==> config.mk <==
export PLATFORM = sky130hd
export DESIGN_NAME = lcd_hex_streamer
export DESIGN_NICKNAME = d
export VERILOG_FILES = /design/src/rtl/lcd_hex_streamer.sv
export SDC_FILE = /design/constraint.sdc
export NUM_CORES = 1
export LEC_CHECK = 0
export ABC_AREA = 1
export BUFFER_PORTS_ARGS = -buffer_cell sky130_fd_sc_hd__buf_2
export CAP_MARGIN = 25
export CORE_MARGIN = 8
export CORE_UTILIZATION = 55
export CTS_BUF_LIST = sky130_fd_sc_hd__clkbuf_8
export DETAILED_ROUTE_END_ITERATION = 10
export GPL_ROUTABILITY_DRIVEN = 0
export PLACE_DENSITY = 0.76
export SLEW_MARGIN = 40
export SYNTH_ARGS = -nofsm -noshare
export SYNTH_HDL_FRONTEND = slang
export SYNTH_SLANG_ARGS = --single-unit
==> constraint.sdc <==
create_clock -name i_clk -period 4.4 [get_ports i_clk]
set_input_delay 1.32 -clock i_clk [delete_from_list [all_inputs] [get_ports i_clk]]
set_output_delay 1.32 -clock i_clk [all_outputs]
set_load 0.05 [all_outputs]
==> src/rtl/lcd_hex_streamer.sv <==
// lcd_hex_streamer: samples a slow chip-select on a programmable tick.
// On each rising edge of that select it latches a multi-nibble value.
// It then streams the value to the CLCD 8-bit write path as ASCII hex, MSN
// first, with one character per i_busy handshake.
//
// state | meaning
// ------+-------------------------------------------------------------
// IDLE  | waiting for a sampled rising edge of i_cs
// SEND  | issue the current nibble as soon as i_busy is low
// GAP   | one quiet cycle after a strobe so the driver can raise i_busy
module lcd_hex_streamer #(
    parameter int P_NIBBLES    = 4,
    parameter int P_CNT_SAMPLE = 125_000,
    parameter int P_LOWER      = 0,
    parameter int P_BLANK      = 0
) (
    input  logic                   i_clk,
    input  logic                   i_reset_n,
    input  logic [4*P_NIBBLES-1:0] i_data,
    input  logic                   i_cs,
    input  logic                   i_busy,
    output logic [7:0]             o_data,
    output logic                   o_valid,
    output logic                   o_active,
    output logic                   o_drop
);

    localparam int CNT_W = (P_CNT_SAMPLE > 0) ? $clog2(P_CNT_SAMPLE + 1) : 1;
    localparam int IDX_W = (P_NIBBLES > 1) ? $clog2(P_NIBBLES) : 1;
    localparam logic [CNT_W-1:0] CNT_TC   = CNT_W'(P_CNT_SAMPLE);
    localparam logic [IDX_W-1:0] IDX_LAST = IDX_W'(P_NIBBLES - 1);
    // 'A'-10 and 'a'-10, so that adding the nibble value lands on the letter
    localparam logic [7:0] LETTER_BASE = (P_LOWER != 0) ? 8'h57 : 8'h37;

    typedef enum logic [1:0] {
        S_IDLE,
        S_SEND,
        S_GAP
    } state_t;

    state_t                 state, state_nx;
    logic [CNT_W-1:0]       cnt;
    logic [1:0]             hist;
    logic                   tick;
    logic                   edge_det;
    logic [4*P_NIBBLES-1:0] shadow;
    logic [IDX_W-1:0]       idx;
    logic                   blank;
    logic [3:0]             cur_nib;
    logic                   is_last;
    logic [7:0]             cur_char;
    logic                   capture;
    logic                   issue;
    logic                   drop_nx;
    logic                   active_nx;

    // sample-tick counter: shifts i_cs into the history once per period
    always_ff @(posedge i_clk or negedge i_reset_n) begin
        if (!i_reset_n) begin
            cnt  <= '0;
            hist <= 2'b00;
            tick <= 1'b0;
        end else if (cnt == CNT_TC) begin
            cnt  <= '0;
            hist <= {hist[0], i_cs};
            tick <= 1'b1;
        end else begin
            cnt  <= cnt + CNT_W'(1);
            tick <= 1'b0;
        end
    end

    // rising edge is qualified by tick so it lasts exactly one clock
    assign edge_det = tick && (hist == 2'b01);

    // select the nibble for the current index, most-significant first
    always_comb begin
        cur_nib = 4'h0;
        for (int i = 0; i < P_NIBBLES; i++) begin
            if (idx == IDX_W'(P_NIBBLES - 1 - i)) begin
                cur_nib = shadow[4*i +: 4];
            end
        end
    end

    assign is_last = (idx == IDX_LAST);

    // ASCII mapping with leading-zero blanking; the last nibble is never blanked
    always_comb begin
        if (blank && (cur_nib == 4'h0) && !is_last) begin
            cur_char = 8'h20;
        end else if (cur_nib < 4'd10) begin
            cur_char = 8'h30 + {4'h0, cur_nib};
        end else begin
            cur_char = LETTER_BASE + {4'h0, cur_nib};
        end
    end

    // FSM state register
    always_ff @(posedge i_clk or negedge i_reset_n) begin
        if (!i_reset_n) begin
            state <= S_IDLE;
        end else begin
            state <= state_nx;
        end
    end

    // FSM next state and per-cycle control strobes
    always_comb begin
        state_nx = state;
        capture  = 1'b0;
        issue    = 1'b0;
        drop_nx  = 1'b0;
        case (state)
            S_IDLE: begin
                if (edge_det) begin
                    capture  = 1'b1;
                    state_nx = S_SEND;
                end
            end
            S_SEND: begin
                drop_nx = edge_det;
                if (!i_busy) begin
                    issue    = 1'b1;
                    state_nx = is_last ? S_IDLE : S_GAP;
                end
            end
            S_GAP: begin
                drop_nx  = edge_det;
                state_nx = S_SEND;
            end
            default: state_nx = S_IDLE;
        endcase
        // keep active through the final strobe cycle, when the FSM is already IDLE
        active_nx = (state_nx != S_IDLE) || (issue && is_last);
    end

    // shadow value, nibble index, blank flag and registered outputs
    always_ff @(posedge i_clk or negedge i_reset_n) begin
        if (!i_reset_n) begin
            shadow   <= '0;
            idx      <= '0;
            blank    <= 1'b0;
            o_data   <= 8'h00;
            o_valid  <= 1'b0;
            o_active <= 1'b0;
            o_drop   <= 1'b0;
        end else begin
            o_valid  <= issue;
            o_data   <= issue ? cur_char : 8'h00;
            o_active <= active_nx;
            o_drop   <= drop_nx;
            if (capture) begin
                shadow <= i_data;
                idx    <= '0;
                blank  <= (P_BLANK != 0);
            end else if (issue) begin
                idx <= is_last ? '0 : idx + IDX_W'(1);
                if (cur_nib != 4'h0) begin
                    blank <= 1'b0;
                end
            end
        end
    end

endmodule
==> impl_metrics.env, run 1 <==
export IMPL_status="finished, final reports clean"
export IMPL_synth_net_count=322
export IMPL_fin_setup_tns_ns=0
export IMPL_rsz0062_at_grt="false"
export IMPL_synth_compound_area_frac=0.0530
export IMPL_die_w_um=84.4
export IMPL_grt_overflow_total=0
export IMPL_synthMuxAreaShare=0.0613
export IMPL_max_freq_mhz=456
export IMPL_hpwlAfterDp_um=3480
export IMPL_synth_common_cells="nand2_1, dfrtp_1, inv_1"
export IMPL_yosysUniqueCellTypes=26
export IMPL_hold_violations=0
export IMPL_clkTransAtPathRegs_ns=0.08
export IMPL_synth_xor_area_frac=0.0307
export IMPL_maxSlewHeadroom=0.476
export IMPL_fin_skew_ns=0.00858
export IMPL_grt_total_usage=0.140
export IMPL_path_class="flip-flop to output port"
export IMPL_synthSimpleGateAreaFrac=0.230
export IMPL_critPathTopFamily="flip-flops"
export IMPL_ys_warnings_count=0
export IMPL_ant_nets=0
export IMPL_peakVddDrop_mv=0.199
export IMPL_cp_max_fo=1
export IMPL_grt_pass1_vias=1926
export IMPL_die_h_um=84.4
export IMPL_cp_required_ns=3.08
export IMPL_synthCells=290
export IMPL_grt_pass1_wl_um=8280
export IMPL_yosys_area_top_type="dfrtp_1"
export IMPL_cts_tree="built"
export IMPL_setup_viol=0
export IMPL_intPower_mw=0.587
export IMPL_h_tree_depth=2
export IMPL_ff_latch_area_um2=1250
export IMPL_powerDensity_nw_per_um2=262
export IMPL_yosys_area_top_type_share=0.487
export IMPL_clk_path_buf_depth=2
export IMPL_wl_um=4600
export IMPL_multi_input_comb_area_um2=1120
export IMPL_numCtsBuffers=5
export IMPL_crit_path_max_incr_delay_ns=0.33
export IMPL_netSwitchingFraction=0.213
export IMPL_hold_class="flip-flop to flip-flop"
export IMPL_start_util=0.555
export IMPL_cp_slowest_cell="dfrtp_1"
export IMPL_worstMarginPinSlew_ns=0.784
export IMPL_cts_sinks=50
export IMPL_fillers=410
export IMPL_wl_per_cell_um=12.2
export IMPL_first_iter_violations=63
export IMPL_io_pins=31
export IMPL_antenna_found_initial=0
export IMPL_fin_total_pwr_mw=0.746
export IMPL_synthAdderAreaFrac=0.0584
export IMPL_syn_to_final_growth_pct=10.7
export IMPL_cts_root_buf="clkbuf_8"
export IMPL_crit_arrival_ns=0.88
export IMPL_fin_nets=355
export IMPL_cp_cell_sequence="buf_2"
export IMPL_synth_edf_count=0
export IMPL_reg2reg_slack_ns=2.40
export IMPL_async_reset_ff_frac=1.00
export IMPL_p_leak_nw=1.48
export IMPL_synth_area_um2=2570
export IMPL_num_vias=1878
export IMPL_clk_latency_ns=0.29
export IMPL_power_switching_mw=0.159
export IMPL_synth_area_per_cell_um2=8.87
export IMPL_slew_violations=0
export IMPL_dp_cells=370
export IMPL_synth_seq_cells=50
export IMPL_synth_flop_cell="dfrtp_1"
export IMPL_drv_cap=0
export IMPL_die_area_um2=7120
export IMPL_endpoint_kind="output port"
export IMPL_final_cells=377
export IMPL_drive_gt1_frac=0.217
export IMPL_p_clk_frac=0.318
export IMPL_cts_hold_buf=0
export IMPL_port_buffers=29
export IMPL_ctsResizeCount=0
export IMPL_antenna_cells=0
export IMPL_startpoint_type="flip-flop"
export IMPL_synth_most_common_cell="nand2_1"
export IMPL_final_util=0.615
export IMPL_grt_max_degree=51
export IMPL_synth_top_family_by_area="simple AND/OR/NAND/NOR gates"
export IMPL_route_detailed_drc=0
export IMPL_period_needed_ns=2.20
export IMPL_combPwrFrac=0.051
export IMPL_synth_seq_area_share=0.487
export IMPL_p_seq_frac=0.630
export IMPL_postCtsSetupRepairBufs=0
export IMPL_crit_buf_inv=1
export IMPL_yosys_top_cells_area="dfrtp_1, nand2_1, inv_1"
export IMPL_firstDrtPassIters=4
export IMPL_fin_crit_sh=0.499
export IMPL_std_cell_rows=25
export IMPL_fp_coreArea_um2=4630
export IMPL_post_drt_via_cell_ratio=4.98
-- area by class of cell --
| type | instances | area share |
|---|---|---|
| sequential | 50 | 0.440 |
| multi-input combinational | 188 | 0.393 |
| inverter | 49 | 0.0646 |
| timing repair buffer | 29 | 0.0519 |
| clock buffer | 5 | 0.0242 |
| tap | 54 | 0.0237 |
| clock inverter | 2 | 0.00264 |
-- worst reg2reg max path, delay by kind of cell, from the launching register on --
kind / cells / cell delay (ns)
fa+ha+maj: 2 / 0.50
buf+inv: 5 / 0.38
simple gates: 8 / 0.61
flops: 1 / 0.41
-- registers in the layout (all words and copies together) (netlist names) --
register	flops
o_valid	1
shadow	16
cnt	17
idx	2
o_active	1
hist	2
tick	1
o_data	7
o_drop	1
state	2
-- routing by layer --
layer	global-route usage	share of wire	vias to the layer above
li1	-	-	974
met1	0.177	0.49	865
met2	0.228	0.46	34
met3	0.0361	0.045	5
met4	0.0421	0.011	0
met5	0	0	-
-- placed cells by master, fill, tap and decap left out, drive strengths merged --
master,count
a21oi,14
buf,29
clkbuf,5
conb,1
dfrtp,50
ha,12
inv,51
mux2,14
nand2,65
nand3,16
nand4,2
nor2,31
nor3,11
nor3b,3
o211ai,2
o21ai,8
xnor2,4
xor2,5
-- path summary, 6_finish.rpt --
| check | startpoint | to | depth (start not counted) |
|---|---|---|---|
| worst max-delay path | o_active$_DFF_PN0_ | o_active | 1 |
| worst min-delay path | hist[1]$_DFFE_PN0P_ | o_drop$_DFF_PN0_ | 1 |
| worst max register to register | idx[0]$_DFFE_PN0P_ | o_data[2]$_DFF_PN0_ | 15 |
| worst min register to register | hist[1]$_DFFE_PN0P_ | o_drop$_DFF_PN0_ | 1 |
| max in group asynchronous | i_reset_n | shadow[14]$_DFFE_PN0P_ | 1 |
| min in group asynchronous | i_reset_n | cnt[8]$_DFF_PN0_ | 1 |
-- cells by family after synthesis --
| logic type | Yosys count |
|---|---|
| compound gates | 24 |
| other cells | 1 |
| fa+ha+maj | 12 |
| xor+xnor | 9 |
| buf+inv | 52 |
| flops | 50 |
| simple gates | 128 |
| mux | 14 |
-- power by group through the flow --
stage          logic [mW]  clock network (mW)  registers (mW)
6_report           0.0383               0.237           0.470
5_1_grt            0.0441               0.264           0.471
4_1_cts            0.0391               0.246           0.470
3_5_place_dp       0.0390                   0           0.479
3_3_place_gp       0.0380                   0           0.479
2_1_floorplan      0.0199                   0           0.478
-- through the flow --
| step | hold slack (ns) | area, um^2 | worst slack, ns |
|---|---|---|---|
| global route | 0.490 | 2850 | 2.16 |
| global placement | 0.458 | 2770 | 2.12 |
| floorplan | 0.430 | 2570 | 2.35 |
| detailed placement | 0.461 | 2770 | 2.06 |
| CTS | 0.475 | 2850 | 2.19 |
| finish | 0.472 | 2850 | 2.20 |
Note: power is estimated with default switching activity, not from simulation.
==> run 2, diff against run 1 <==
--- a/config.mk
+++ b/config.mk
@@ -5,7 +5,7 @@
 export SDC_FILE = /design/constraint.sdc
 export NUM_CORES = 1
 export LEC_CHECK = 0
-export ABC_AREA = 1
+export ABC_AREA = 0
 export BUFFER_PORTS_ARGS = -buffer_cell sky130_fd_sc_hd__buf_2
 export CAP_MARGIN = 25
 export CORE_MARGIN = 8
@@ -13,7 +13,7 @@
 export CTS_BUF_LIST = sky130_fd_sc_hd__clkbuf_8
 export DETAILED_ROUTE_END_ITERATION = 10
 export GPL_ROUTABILITY_DRIVEN = 0
-export PLACE_DENSITY = 0.76
+export PLACE_DENSITY = 0.77
 export SLEW_MARGIN = 40
 export SYNTH_ARGS = -nofsm -noshare
 export SYNTH_HDL_FRONTEND = slang
==> constraint.sdc (replaced) <==
create_clock -name i_clk -period 2.2 [get_ports i_clk]
set_input_delay 0.66 -clock i_clk [delete_from_list [all_inputs] [get_ports i_clk]]
set_output_delay 0.66 -clock i_clk [all_outputs]
set_load 0.05 [all_outputs]
==> impl_metrics.env, run 2 <==
export IMPL_ant_nets=0
export IMPL_reg_top3="cnt (17), shadow (16), o_data (7)"
export IMPL_grt_pass1_vias=1504
export IMPL_final_util=0.661
export IMPL_synth_edf_count=0
export IMPL_hpwlAfterDp_um=3120
export IMPL_fin_skew_ns=0.00570
export IMPL_fp_coreArea_um2=4060
export IMPL_pre_cts_ws_ns=0.134
export IMPL_r2r_start="idx[0]$_DFFE_PN0P_"
export IMPL_cts_root_buf="clkbuf_8"
export IMPL_wl_um=4220
export IMPL_clkTransAtPathRegs_ns=0.08
export IMPL_drv_cap=0
export IMPL_crit_buf_inv=2
export IMPL_die_area_um2=6630
export IMPL_cp_required_ns=2.40
export IMPL_synth_net_count=241
export IMPL_period_needed_ns=2.02
export IMPL_cts_hold_buf=0
export IMPL_powerDensity_nw_per_um2=578
export IMPL_firstDrtPassIters=4
export IMPL_mostFrequentLayoutCells="dfrtp_1, buf_2, nand2_1"
export IMPL_peakVddDrop_mv=0.511
export IMPL_largest_reg_flops=17
export IMPL_synth_xor_area_frac=0.0558
export IMPL_synth_common_cells="dfrtp_1, nand2_1, nor2_1"
export IMPL_port_buffers=29
export IMPL_max_flop_register="cnt"
export IMPL_ys_warnings_count=0
export IMPL_fin_crit_sh=0.920
export IMPL_antenna_cells=0
export IMPL_p_clk_frac=0.343
export IMPL_async_reset_ff_frac=1.00
export IMPL_post_drt_via_cell_ratio=5.31
export IMPL_numCtsBuffers=5
export IMPL_crit_path_max_incr_delay_ns=0.46
export IMPL_hold_violations=0
export IMPL_setup_viol=0
export IMPL_status="finished, final reports clean"
export IMPL_synth_seq_area_share=0.532
export IMPL_cp_startpoint="idx[0]$_DFFE_PN0P_"
export IMPL_hold_class="input pin to asynchronous set/reset pin"
export IMPL_p_leak_nw=1.31
export IMPL_grt_pass1_wl_um=7090
export IMPL_synth_area_um2=2350
export IMPL_combPwrFrac=0.049
export IMPL_clk_path_buf_depth=2
export IMPL_h_tree_depth=2
export IMPL_synthSimpleGateAreaFrac=0.159
export IMPL_route_detailed_drc=0
export IMPL_netSwitchingFraction=0.215
export IMPL_yosys_top_cells_area="dfrtp_1, mux2_2, ha_1"
export IMPL_final_common_cell="dfrtp_1"
export IMPL_synthMuxAreaShare=0.0904
export IMPL_synth_compound_area_frac=0.0728
export IMPL_synth_top_family_by_area="simple AND/OR/NAND/NOR gates"
export IMPL_cp_slowest_cell="dfrtp_1"
export IMPL_endpoint_kind="flip-flop"
export IMPL_power_switching_mw=0.333
export IMPL_start_util=0.580
export IMPL_synthCells=209
export IMPL_wl_per_cell_um=14.2
export IMPL_crit_arrival_ns=2.22
export IMPL_synth_most_common_cell="dfrtp_1"
export IMPL_antenna_found_initial=0
export IMPL_fillers=328
export IMPL_cp_cell_sequence="inv_1, ha_1, inv_1, nand2_1, o221ai_2, ha_1, a221oi_1"
export IMPL_fin_setup_tns_ns=0
export IMPL_clk_latency_ns=0.30
export IMPL_fin_nets=278
export IMPL_grt_overflow_total=0
export IMPL_yosys_area_top_type_share=0.532
export IMPL_cp_max_fo=6
export IMPL_grt_total_usage=0.138
export IMPL_synthAdderAreaFrac=0.0638
export IMPL_first_iter_violations=61
export IMPL_synth_area_per_cell_um2=11.3
export IMPL_p_seq_frac=0.608
export IMPL_max_freq_mhz=494
export IMPL_path_class="flip-flop to flip-flop"
export IMPL_die_h_um=81.4
export IMPL_yosys_area_top_type="dfrtp_1"
export IMPL_synth_seq_cells=50
export IMPL_slew_violations=0
export IMPL_syn_to_final_growth_pct=14.0
export IMPL_yosysUniqueCellTypes=41
export IMPL_worst_slack_ns=0.176
export IMPL_die_w_um=81.4
export IMPL_io_pins=31
export IMPL_synth_flop_cell="dfrtp_1"
export IMPL_std_cell_rows=23
export IMPL_startpoint_type="flip-flop"
export IMPL_intPower_mw=1.22
export IMPL_grt_max_degree=51
export IMPL_num_vias=1577
export IMPL_cts_sinks=50
export IMPL_rsz0062_at_grt="false"
export IMPL_critPathTopFamily="adder cells"
export IMPL_drive_gt1_frac=0.247
export IMPL_cts_tree="built"
==> run 2: cell count changes after synthesis, sizes merged, moves of 4 or more <==
| cell | change |
|---|---|
| a21oi | -4 |
| inv | -40 |
| mux2 | +4 |
| nand2 | -42 |
| nand3 | -10 |
| nand3b | +4 |
| nor2 | -10 |
| nor3 | -9 |
| o21ai | -5 |
==> run 2: area by class of cell <==
class | instances | area (um^2) | area share
Multi-Input combinational cell | 146 | 1050 | 0.391
Clock buffer | 6 | 82.6 | 0.0308
Timing Repair Buffer | 34 | 195 | 0.0727
Clock inverter | 2 | 8.76 | 0.00326
Sequential cell | 50 | 1250 | 0.466
Tap cell | 50 | 62.6 | 0.0233
Inverter | 9 | 33.8 | 0.0126
==> run 2: layer usage <==
| layer | global-route usage | vias to the layer above | share of wire |
|---|---|---|---|
| met5 | 0 | - | 0 |
| met4 | 0.0768 | 0 | 0.021 |
| met3 | 0.0371 | 9 | 0.062 |
| met2 | 0.181 | 41 | 0.41 |
| met1 | 0.200 | 739 | 0.50 |
| li1 | - | 788 | - |
==> run 2: final timing paths <==
path / to / slack, ns / cells past startpoint
setup / recovery: o_data[1]$_DFF_PN0_ / 0.18 / 7
hold / removal: shadow[15]$_DFFE_PN0P_ / 0.33 / 2
setup reg to reg: o_data[1]$_DFF_PN0_ / 0.18 / 7
hold reg to reg: cnt[8]$_DFF_PN0_ / 0.50 / 1
max in group asynchronous: cnt[6]$_DFF_PN0_ / 1.65 / 2
min in group i_clk: cnt[8]$_DFF_PN0_ / 0.50 / 1
==> run 2: metrics by stage <==
stage / std cells / instance area (um^2) / power [mW] / hold WS (ns)
CTS: 297 / 2680 / 1.57 / 0.333
detailed placement: 289 / 2590 / 1.04 / 0.490
finish: 297 / 2680 / 1.55 / 0.331
global route: 297 / 2680 / 1.62 / 0.346
global placement: 289 / 2590 / 1.04 / 0.473
floorplan: 209 / 2350 / 0.992 / 0.364
==> run 2: logic make-up after synthesis <==
group / Yosys count
flops: 50
mux: 19
xor+xnor: 15
other cells: 1
fa+ha+maj: 12
buf+inv: 13
compound gates: 26
simple gates: 73
==> run 2: power by group through the flow <==
stage,Clock [mW],Sequential (mW),Combinational (mW)
finish,0.532,0.943,0.0762
global route,0.587,0.945,0.0866
CTS,0.554,0.942,0.0774
detailed placement,0,0.960,0.0770
global placement,0,0.960,0.0754
floorplan,0,0.957,0.0351
==> run 2: worst reg2reg max path, stage by stage (launching register included) <==
cell and delay (ns):
dfrtp_1 0.46, inv_1 0.10, ha_1 0.26, inv_1 0.14, nand2_1 0.13, o221ai_2 0.30
ha_1 0.29, a221oi_1 0.25
==> run 2: what timing repair did <==
| item | 4_1_cts | 5_1_grt |
|---|---|---|
| setup endpoints to repair | 0 | 4 |
| endpoints found under the hold margin | 0 | 0 |
| buffers inserted | 0 | 0 |
| gates resized for setup | 0 | 1 |
